## src/rtl/n64_vmode_sched_pkg.sv

```systemverilog
// n64_vmode_sched_pkg: shared state encoding and bit indices for video-mode sequencing
package n64_vmode_sched_pkg;
  typedef enum logic [2:0] {
    ST_LOST    = 3'd0,
    ST_QUALIFY = 3'd1,
    ST_REQ     = 3'd2,
    ST_SETTLE  = 3'd3,
    ST_LOCKED  = 3'd4
  } vm_state_e;
  localparam int VINFO_PAL  = 1;
  localparam int VINFO_480I = 0;
  localparam int SYNC_VS    = 3;
  localparam int SYNC_HS    = 1;
  localparam logic [1:0] VINFO_RST = 2'b01;
endpackage

```

## src/rtl/n64_sync_evgen.sv

```systemverilog
// n64_sync_evgen: falling-edge vsync/hsync event decode, qualified by the data-sync strobe
module n64_sync_evgen
  import n64_vmode_sched_pkg::*;
(
  input  logic       nDSYNC,
  input  logic [3:0] Sync_pre,
  input  logic [3:0] Sync_cur,
  output logic       vs_ev,
  output logic       hs_ev
);
  logic unused_bits;
  assign unused_bits = ^{Sync_pre[2], Sync_pre[0], Sync_cur[2], Sync_cur[0]};
  assign vs_ev = !nDSYNC & Sync_pre[SYNC_VS] & !Sync_cur[SYNC_VS];
  assign hs_ev = !nDSYNC & Sync_pre[SYNC_HS] & !Sync_cur[SYNC_HS];
endmodule

```

## src/rtl/n64_vmode_sched.sv

```systemverilog
// n64_vmode_sched: qualifies raw vinfo over several fields, handshakes the change downstream,
// blanks through a settle window and drops lock when the line watchdog expires.
module n64_vmode_sched
  import n64_vmode_sched_pkg::*;
#(
  parameter int unsigned FRAMES_STABLE = 4,
  parameter int unsigned SETTLE_FRAMES = 2,
  parameter int unsigned ACK_TIMEOUT   = 3,
  parameter int unsigned LINE_TIMEOUT  = 400
) (
  input  logic       VCLK,
  input  logic       nRST,
  input  logic       nDSYNC,
  input  logic [3:0] Sync_pre,
  input  logic [3:0] Sync_cur,
  input  logic [1:0] vinfo_i,
  input  logic       mode_chg_ack,
  output logic [1:0] vinfo_o,
  output logic       vinfo_valid,
  output logic       blank_o,
  output logic       mode_chg_req,
  output logic       ack_timeout_o
);
  localparam logic [3:0] FS = 4'(FRAMES_STABLE);
  localparam logic [3:0] SF = 4'(SETTLE_FRAMES);
  localparam logic [3:0] AT = 4'(ACK_TIMEOUT);
  localparam logic [8:0] LT = 9'(LINE_TIMEOUT);
  vm_state_e  state_q, state_d;
  logic [1:0] vinfo_q, vinfo_d, cand_q, cand_d;
  logic [3:0] stab_q, stab_d, ato_q, ato_d, set_q, set_d, stab_nx;
  logic [8:0] line_q, line_d;
  logic       valid_q, valid_d, blank_q, blank_d, req_q, req_d, tmo_q, tmo_d;
  logic       vs_ev, hs_ev, sync_lost;
  n64_sync_evgen u_evgen (
    .nDSYNC  (nDSYNC),
    .Sync_pre(Sync_pre),
    .Sync_cur(Sync_cur),
    .vs_ev   (vs_ev),
    .hs_ev   (hs_ev)
  );
  assign sync_lost = (line_q == LT) & !vs_ev;
  assign stab_nx   = (vinfo_i == cand_q) ? stab_q + 4'd1 : 4'd1;
  always_comb begin
    state_d = state_q;
    vinfo_d = vinfo_q;
    cand_d  = cand_q;
    stab_d  = stab_q;
    ato_d   = ato_q;
    set_d   = set_q;
    valid_d = valid_q;
    tmo_d   = tmo_q;
    line_d  = vs_ev ? 9'd0 : (hs_ev && line_q != LT) ? line_q + 9'd1 : line_q;
    case (state_q)
      ST_LOST: if (vs_ev) begin
        cand_d  = vinfo_i;
        stab_d  = 4'd1;
        state_d = ST_QUALIFY;
      end
      ST_QUALIFY: if (vs_ev) begin
        cand_d = vinfo_i;
        stab_d = stab_nx;
        // a one-field blip back to the committed mode is not a real change
        if (valid_q && vinfo_i == vinfo_q) state_d = ST_LOCKED;
        else if (stab_nx >= FS) begin
          vinfo_d = vinfo_i;
          valid_d = 1'b0;
          ato_d   = 4'd0;
          state_d = ST_REQ;
        end
      end
      ST_REQ: if (mode_chg_ack) begin
        set_d   = 4'd0;
        state_d = ST_SETTLE;
      end else if (vs_ev) begin
        ato_d = ato_q + 4'd1;
        if (ato_d == AT) begin
          tmo_d   = 1'b1;
          set_d   = 4'd0;
          state_d = ST_SETTLE;
        end
      end
      ST_SETTLE: if (vs_ev) begin
        set_d = set_q + 4'd1;
        if (set_d == SF) begin
          valid_d = 1'b1;
          state_d = ST_LOCKED;
        end
      end
      ST_LOCKED: if (vs_ev && vinfo_i != vinfo_q) begin
        cand_d  = vinfo_i;
        stab_d  = 4'd1;
        state_d = ST_QUALIFY;
      end
      default: state_d = ST_LOST;
    endcase
    if (sync_lost) begin
      state_d = ST_LOST;
      valid_d = 1'b0;
    end
    req_d   = state_d == ST_REQ;
    blank_d = (state_d == ST_LOCKED) ? 1'b0 : (state_d == ST_QUALIFY) ? !valid_d : 1'b1;
  end
  always_ff @(posedge VCLK) begin
    if (!nRST) begin
      state_q <= ST_LOST;
      vinfo_q <= VINFO_RST;
      cand_q  <= 2'd0;
      stab_q  <= 4'd0;
      ato_q   <= 4'd0;
      set_q   <= 4'd0;
      line_q  <= 9'd0;
      valid_q <= 1'b0;
      blank_q <= 1'b1;
      req_q   <= 1'b0;
      tmo_q   <= 1'b0;
    end else begin
      state_q <= state_d;
      vinfo_q <= vinfo_d;
      cand_q  <= cand_d;
      stab_q  <= stab_d;
      ato_q   <= ato_d;
      set_q   <= set_d;
      line_q  <= line_d;
      valid_q <= valid_d;
      blank_q <= blank_d;
      req_q   <= req_d;
      tmo_q   <= tmo_d;
    end
  end
  assign vinfo_o       = vinfo_q;
  assign vinfo_valid   = valid_q;
  assign blank_o       = blank_q;
  assign mode_chg_req  = req_q;
  assign ack_timeout_o = tmo_q;
endmodule

```

## config.mk

```make
export PLATFORM = sky130hd
export DESIGN_NAME = n64_vmode_sched
export DESIGN_NICKNAME = d
export VERILOG_FILES = /design/src/rtl/n64_vmode_sched_pkg.sv /design/src/rtl/n64_sync_evgen.sv /design/src/rtl/n64_vmode_sched.sv
export SDC_FILE = /design/constraint.sdc
export NUM_CORES = 1
export LEC_CHECK = 0
export BUFFER_PORTS_ARGS = -buffer_cell sky130_fd_sc_hd__buf_2
export CAP_MARGIN = 20
export CORE_UTILIZATION = 52
export CTS_CLUSTER_DIAMETER = 50
export CTS_CLUSTER_SIZE = 10
export DETAILED_ROUTE_END_ITERATION = 12
export PLACE_DENSITY = 0.79
export SLEW_MARGIN = 20
export SYNTH_ARGS = -nofsm -noshare
export SYNTH_HDL_FRONTEND = slang
export SYNTH_SLANG_ARGS = --single-unit
```

## constraint.sdc

```tcl
create_clock -name VCLK -period 1.8 [get_ports VCLK]
set_input_delay 0.18 -clock VCLK [delete_from_list [all_inputs] [get_ports VCLK]]
set_output_delay 0.18 -clock VCLK [all_outputs]
set_load 0.02 [all_outputs]
```

==> run metrics, run 1 <==
final non-filler cell total 313; leak pwr 0.887 nW; DR vias/cell 5.63; Total Nets Final 289; Mapped Nets 245; Die Footprint 3690 µm²; Crit. path cell count 6; worst slew pin tran 535 ps; initial antenna violation count 0; first-pass GRT wire length 6.71 mm; TNS Setup -719 ps; WP data required 2080 ps; Clock Sinks 32; Ant. Diodes 0; peak supply drop 0.000455 V; Gate power share 0.112; Distinct cells, synth 45; chip width 60.8 µm; Global Route Usage Sum 0.248; DP Cell Count 302; post-synthesis cell count 224; Yosys reg bits 32; crit-path max FO 4; hold depth 2; Critical Path Start Type register; power per cell area 581 nW/µm²; Placer Congestion 0.869; remaining global-route overflow 0; Setup crit end kind register; sw power 0.000322 W; layout cells sized above 1 0.245; Post-synth ARST share 0; WP buf/inv 0; reg2reg path depth 6; Yosys top cell by area dfxtp_1; number of synthesis warnings 0; Clock Latency Late Sink 340 ps; # rows 20; commonest cells in the netlist nor2_1, dfxtp_1, nand2_1; # port buffers 15; number of I/O pins 20; Slowest-stage cell, CP or4_4; period utilization 1.07; Yosys top cell area share 0.357; type of the most critical hold path in -> reg; CTS tree yes; Worst Path Arrival 2200 ps; area occupied by multi-input gates 1150 µm²; Mapped Area 1800 µm²; Core ar. 3150 µm²; Die H 60.8 µm; ys flop type dfxtp_1; top cells by area, synth dfxtp_1, nor2_1, ha_1; root buffer cell clkbuf_4; Mapped Avg Cell Area 8.02 µm²; final setup fails 10; fmax 520 MHz; clk buf depth 2; Initial Util 0.570; critical path class reg -> reg; count leader, synth nor2_1; Max Cap Viol 0; CP peak stage delay 430 ps; total CTS buffers 5; failing checks setup timing; status finished, violations left; register area 648 µm²; switching portion of total power 0.249; fin crit period 1920 ps; fillers 264; # DRC 0; Seq pwr share 0.556; clock slew at reported path FFs 100 ps; Post-synth EDFFs 0; CP Cell Sequence or3b_4, or4_4, a21o_1, or2_4, nand4b_1, o22a_1; relative slew slack 0.643; number of nets with antenna violations after routing 0; RSZ-0062 raised after global routing yes; largest net degree at the start of global routing 20; hold violation count in the final report 0; Final Slew Violations 0; TritonRoute pass-1 iters 4; total number of vias 1762; total wire length 4.19 mm; Area Overhead vs Synth 23.7%; Power Internal 0.000970 W; detailed router's first-iteration violation count 114; vias in the first global route 1543; Setup Skew 6.92 ps; DR WL/cell 13.4 µm; Clock power frac 0.332; crit-path leading delay family simple AND/OR/NAND/NOR gates; dpl hpwl 2.94 mm; final setup margin -123 ps; hold slack 69.5 ps; sequential element share of the synthesized area 0.357; CTS H-tree lvls 2
-- metrics by stage --
stage	total power (W)	utilization	instance area, µm²	setup slack (ps)
3_5_place_dp	0.000871	0.663	2090	-200
3_3_place_gp	0.000871	0.663	2090	-185
6_report	0.00129	0.705	2220	-123
2_1_floorplan	0.000816	-	1800	-50.7
4_1_cts	0.00130	0.685	2160	-106
5_1_grt	0.00135	0.705	2220	-164
-- final timing paths --
kind | from | end | slack (ps)
setup reg to reg | state_q[2]$_SDFF_PN0_ | blank_o$_SDFF_PN1_ | -120
setup / recovery | state_q[2]$_SDFF_PN0_ | blank_o$_SDFF_PN1_ | -120
hold / removal | nRST | vinfo_o[0]$_SDFFE_PN1P_ | 70
hold reg to reg | ack_timeout_o$_SDFFE_PN0P_ | ack_timeout_o$_SDFFE_PN0P_ | 480
-- layout make-up --
type                            instances  share of cell area
Clock buffer                            8              0.0264
Inverter                               10              0.0169
Multi-Input combinational cell        177               0.515
Sequential cell                        32               0.292
Tap cell                               44              0.0248
Timing Repair Buffer                   42               0.125
-- placed cells by master (no fill, tap or decap), types with 2 or more instances in the layout --
| master | n |
|---|---|
| xor2_1 | 10 |
| clkbuf_4 | 5 |
| nand2b_1 | 2 |
| nand3_1 | 9 |
| a21oi_1 | 12 |
| clkbuf_1 | 2 |
| dfxtp_1 | 26 |
| buf_2 | 15 |
| nand4b_1 | 3 |
| dfxtp_2 | 6 |
| buf_4 | 27 |
| nor3b_2 | 2 |
| nor2b_1 | 4 |
| or3b_4 | 2 |
| ha_1 | 7 |
| a2bb2oi_1 | 2 |
| o21ai_0 | 9 |
| nand4_1 | 2 |
| mux2i_1 | 4 |
| o31ai_1 | 2 |
| inv_1 | 10 |
| nor2_1 | 35 |
| xnor2_1 | 2 |
| nand2_1 | 22 |
| o21ai_1 | 3 |
| nor3_1 | 4 |
| a21boi_0 | 3 |
| o311a_1 | 3 |
| a31oi_1 | 4 |
| nand3b_1 | 2 |
| and2_1 | 2 |
| nor3b_1 | 3 |
| and3_1 | 3 |
-- sequential cells by signal, indices dropped and copies added, names as in the netlist --
register	cells
blank_o	1
set_q	4
state_q	3
cand_q	2
vinfo_valid	1
vinfo_o	2
ack_timeout_o	1
stab_q	4
mode_chg_req	1
line_q	9
ato_q	4
-- kinds of logic (layout without fill, tap and decap cells) --
group	count (synthesis)	in the layout	share of synthesized area
xor+xnor	12	12	0.0585
simple gates	103	103	0.288
mux	4	4	0.0223
fa+ha+maj	7	7	0.0487
flops	32	32	0.357
compound gates	51	51	0.194
buf+inv	15	60	0.0313
-- per-layer routing --
| metal | vias to the layer above | GRT usage | part of all wire |
|---|---|---|---|
| li1 | 886 | - | - |
| met2 | 57 | 0.385 | 0.45 |
| met4 | 0 | 0.107 | 0.020 |
| met3 | 11 | 0.0661 | 0.056 |
| met1 | 808 | 0.325 | 0.47 |
| met5 | - | 0 | 0 |
-- power by group through the flow --
stage / clock [W] / sequential, W / combinational (W)
after detailed placement: 0 / 0.000734 / 0.000137
after global placement: 0 / 0.000734 / 0.000137
after CTS: 0.000437 / 0.000718 / 0.000140
after floorplan: 0 / 0.000735 / 0.0000812
final: 0.000429 / 0.000719 / 0.000145
after global routing: 0.000471 / 0.000720 / 0.000159
-- timing repair --
item                       in CTS  in global routing
buffers inserted                0                  3
pin swaps                       4                  2
resized for setup               3                 12
setup endpoints to repair      12                 15
hold buffers                    0                  0
(Power assumes the default switching activity.)
==> inputs of run 2 (changes only) <==
--- a/config.mk
+++ b/config.mk
@@ -7,12 +7,13 @@
 export LEC_CHECK = 0
 export BUFFER_PORTS_ARGS = -buffer_cell sky130_fd_sc_hd__buf_2
 export CAP_MARGIN = 20
-export CORE_UTILIZATION = 52
+export CORE_UTILIZATION = 35
 export CTS_CLUSTER_DIAMETER = 50
 export CTS_CLUSTER_SIZE = 10
 export DETAILED_ROUTE_END_ITERATION = 12
-export PLACE_DENSITY = 0.79
+export PLACE_DENSITY = 0.58
 export SLEW_MARGIN = 20
 export SYNTH_ARGS = -nofsm -noshare
 export SYNTH_HDL_FRONTEND = slang
+export SYNTH_HIERARCHICAL = 1
 export SYNTH_SLANG_ARGS = --single-unit
==> run metrics, run 2 <==
Die Footprint 5600 µm² (+51%); Yosys top cell area share 0.345 (-0.0113); dpl hpwl 3.19 mm (+8.5%); Final Slew Violations 0 (unchanged); Power, Total 0.00162 W (+26%); vias in the first global route 1660 (+7.6%); number of I/O pins 20 (unchanged); root buffer cell clkbuf_8; clock slew at reported path FFs 70 ps (-30 ps); # rows 26 (+30%); Worst Path Arrival 1950 ps (-250 ps); initial antenna violation count 0 (unchanged); CTS tree yes; Gate power share 0.089 (-0.023); TNS Setup 0 ps (+719 ps); final non-filler cell total 354 (+13%); worst slew pin tran 575 ps (+40.1 ps); total CTS buffers 5 (unchanged); Clock Sinks 32 (unchanged); Mapped Nets 251 (+2.4%); TritonRoute pass-1 iters 4 (unchanged); Die H 74.8 µm (+23%); hold slack 112 ps (+42.1 ps); remaining global-route overflow 0 (unchanged); chip width 74.8 µm (+23%); Area Overhead vs Synth 36.0%; Clock Latency Late Sink 280 ps (-60 ps); DR WL/cell 12.2 µm (-9.2%); Distinct cells, synth 46 (+2.2%); sequential element share of the synthesized area 0.345 (-0.0113); Placer Congestion 0.793 (-8.7%); detailed router's first-iteration violation count 62 (-46%); Max Cap Viol 0 (unchanged); commonest cells in the netlist dfxtp_1, nor2_1, a21oi_1; number of nets with antenna violations after routing 0 (unchanged); commonest non-fill, non-tap cell in the layout buf_4; final setup fails 0 (-10); relative slew slack 0.616 (-0.0268); # port buffers 15 (unchanged); total number of vias 1799 (+2.1%); largest net degree at the start of global routing 17 (-15%); clk buf depth 2 (unchanged); layout cells sized above 1 0.306 (+0.0610); top cells by area, synth dfxtp_1, a21oi_1, nor2_1; Yosys reg bits 32 (unchanged); Global Route Usage Sum 0.171 (-0.0765); Total Nets Final 304 (+5.2%); Setup Skew 5.62 ps (-1.30 ps); CTS H-tree lvls 2 (unchanged); Initial Util 0.363 (-0.207); fmax 565 MHz (+8.7%); Ant. Diodes 0 (unchanged); Yosys top cell by area dfxtp_1; Setup crit end kind register; # DRC 0 (unchanged); period utilization 0.983 (-0.0853); Core ar. 5110 µm² (+62%); leak pwr 0.984 nW (+11%); Seq pwr share 0.442 (-0.114); leading cell types in the layout, fill and taps excluded buf_4, nor2_1, dfxtp_1, a21oi_1, nand2_1; sw power 0.000362 W (+12%); WP data required 1980 ps (-100 ps); fin crit period 1770 ps (-154 ps); crit-path max FO 3 (-1); Critical Path Start Type register; type of the most critical hold path in -> reg; first-pass GRT wire length 7.31 mm (+9.0%); power per cell area 643 nW/µm² (+11%); switching portion of total power 0.223 (-0.0262); Largest Register line_q; Post-synth ARST share 0 (unchanged); total wire length 4.30 mm (+2.7%); status finished clean; hold violation count in the final report 0 (unchanged); DR vias/cell 5.08 (-9.7%); Largest register FFs 9 (unchanged); fin util 0.494 (-0.211); count leader, synth dfxtp_1; post-synthesis cell count 230 (+2.7%); number of synthesis warnings 6 (+6); DP Cell Count 341 (+13%); RSZ-0062 raised after global routing yes; Clock power frac 0.469 (+0.137); Power Internal 0.00126 W (+30%); peak supply drop 0.000281 V (-38%); Mapped Avg Cell Area 8.07 µm² (+0.58%); critical path class reg -> reg; Mapped Area 1860 µm² (+3.3%); ys flop type dfxtp_1; Post-synth EDFFs 0 (unchanged)
-- run 2: cell types whose count changed after synthesis, sizes merged, moves of 4 or more --
cell,delta
a21oi,+12
a31oi,-4
nand2,-5
nand4,+5
nor2,-8
o211ai,+4
-- run 2: power groups by stage --
stage               registers [W]  logic [W]  clock network [W]
floorplan                0.000737  0.0000802                  0
global placement         0.000736   0.000136                  0
detailed placement       0.000737   0.000137                  0
CTS                      0.000717   0.000138           0.000783
global route             0.000718   0.000162           0.000817
finish                   0.000718   0.000144           0.000762
-- run 2: cells by family (layout without fill, tap and decap cells) --
family,Yosys count,after routing,synth area share
buffers and inverters,17,71,0.0391
multiplexers,1,1,0.00539
flip-flops,32,32,0.345
adder cells (fa/ha/maj),7,7,0.0472
AO/OA/AOI/OAI,65,65,0.233
XOR/XNOR,11,11,0.0519
AND/OR/NAND/NOR,97,97,0.278
-- run 2: metrics by stage --
step                cell area, µm²  worst slack (ps)
floorplan                     1870             -9.78
global placement              2240              -125
detailed placement            2240              -135
global route                  2520             -63.0
finish                        2520              30.8
CTS                           2440              1.02
-- run 2: layout make-up --
type | count | area (µm²)
Multi-Input combinational cell | 181 | 1260
Clock buffer | 7 | 96.3
Inverter | 12 | 45.0
Sequential cell | 32 | 653
Fill cell | 514 | 2580
Timing Repair Buffer | 51 | 349
Clock inverter | 1 | 30.0
Tap cell | 70 | 87.6
-- run 2: timing repair --
action                     4_1_cts  5_1_grt
buffers inserted                 5        1
hold endpoints to repair         0        0
gates resized for setup          8       22
pin swaps                       10        5
hold buffers                     0        0
setup endpoints to repair        5       12
-- run 2: path summary, 6_finish.rpt --
check | startpoint | endpoint | slack, ps | depth (start not counted)
worst max register to register | set_q[0]$_SDFFE_PN0P_ | state_q[0]$_SDFF_PN0_ | 30 | 6
worst max-delay path | set_q[0]$_SDFFE_PN0P_ | state_q[0]$_SDFF_PN0_ | 30 | 6
worst min-delay path | nRST | vinfo_o[0]$_SDFFE_PN1P_ | 110 | 2
worst min register to register | ack_timeout_o$_SDFFE_PN0P_ | ack_timeout_o$_SDFFE_PN0P_ | 470 | 2
-- run 2: critical path, stage by stage (launching register included) --
cell	delay, ps
dfxtp_2	340
ha_4	160
or3_4	340
o31ai_4	70
nand4_1	160
a221o_1	440
and2_1	160
-- run 2: metal layers --
layer	wire length (µm)	share of wire	GRT usage
met1	2070	0.48	0.214
met2	2090	0.49	0.290
met4	58	0.013	0.0566
met5	0	0	0
met3	89	0.021	0.0402
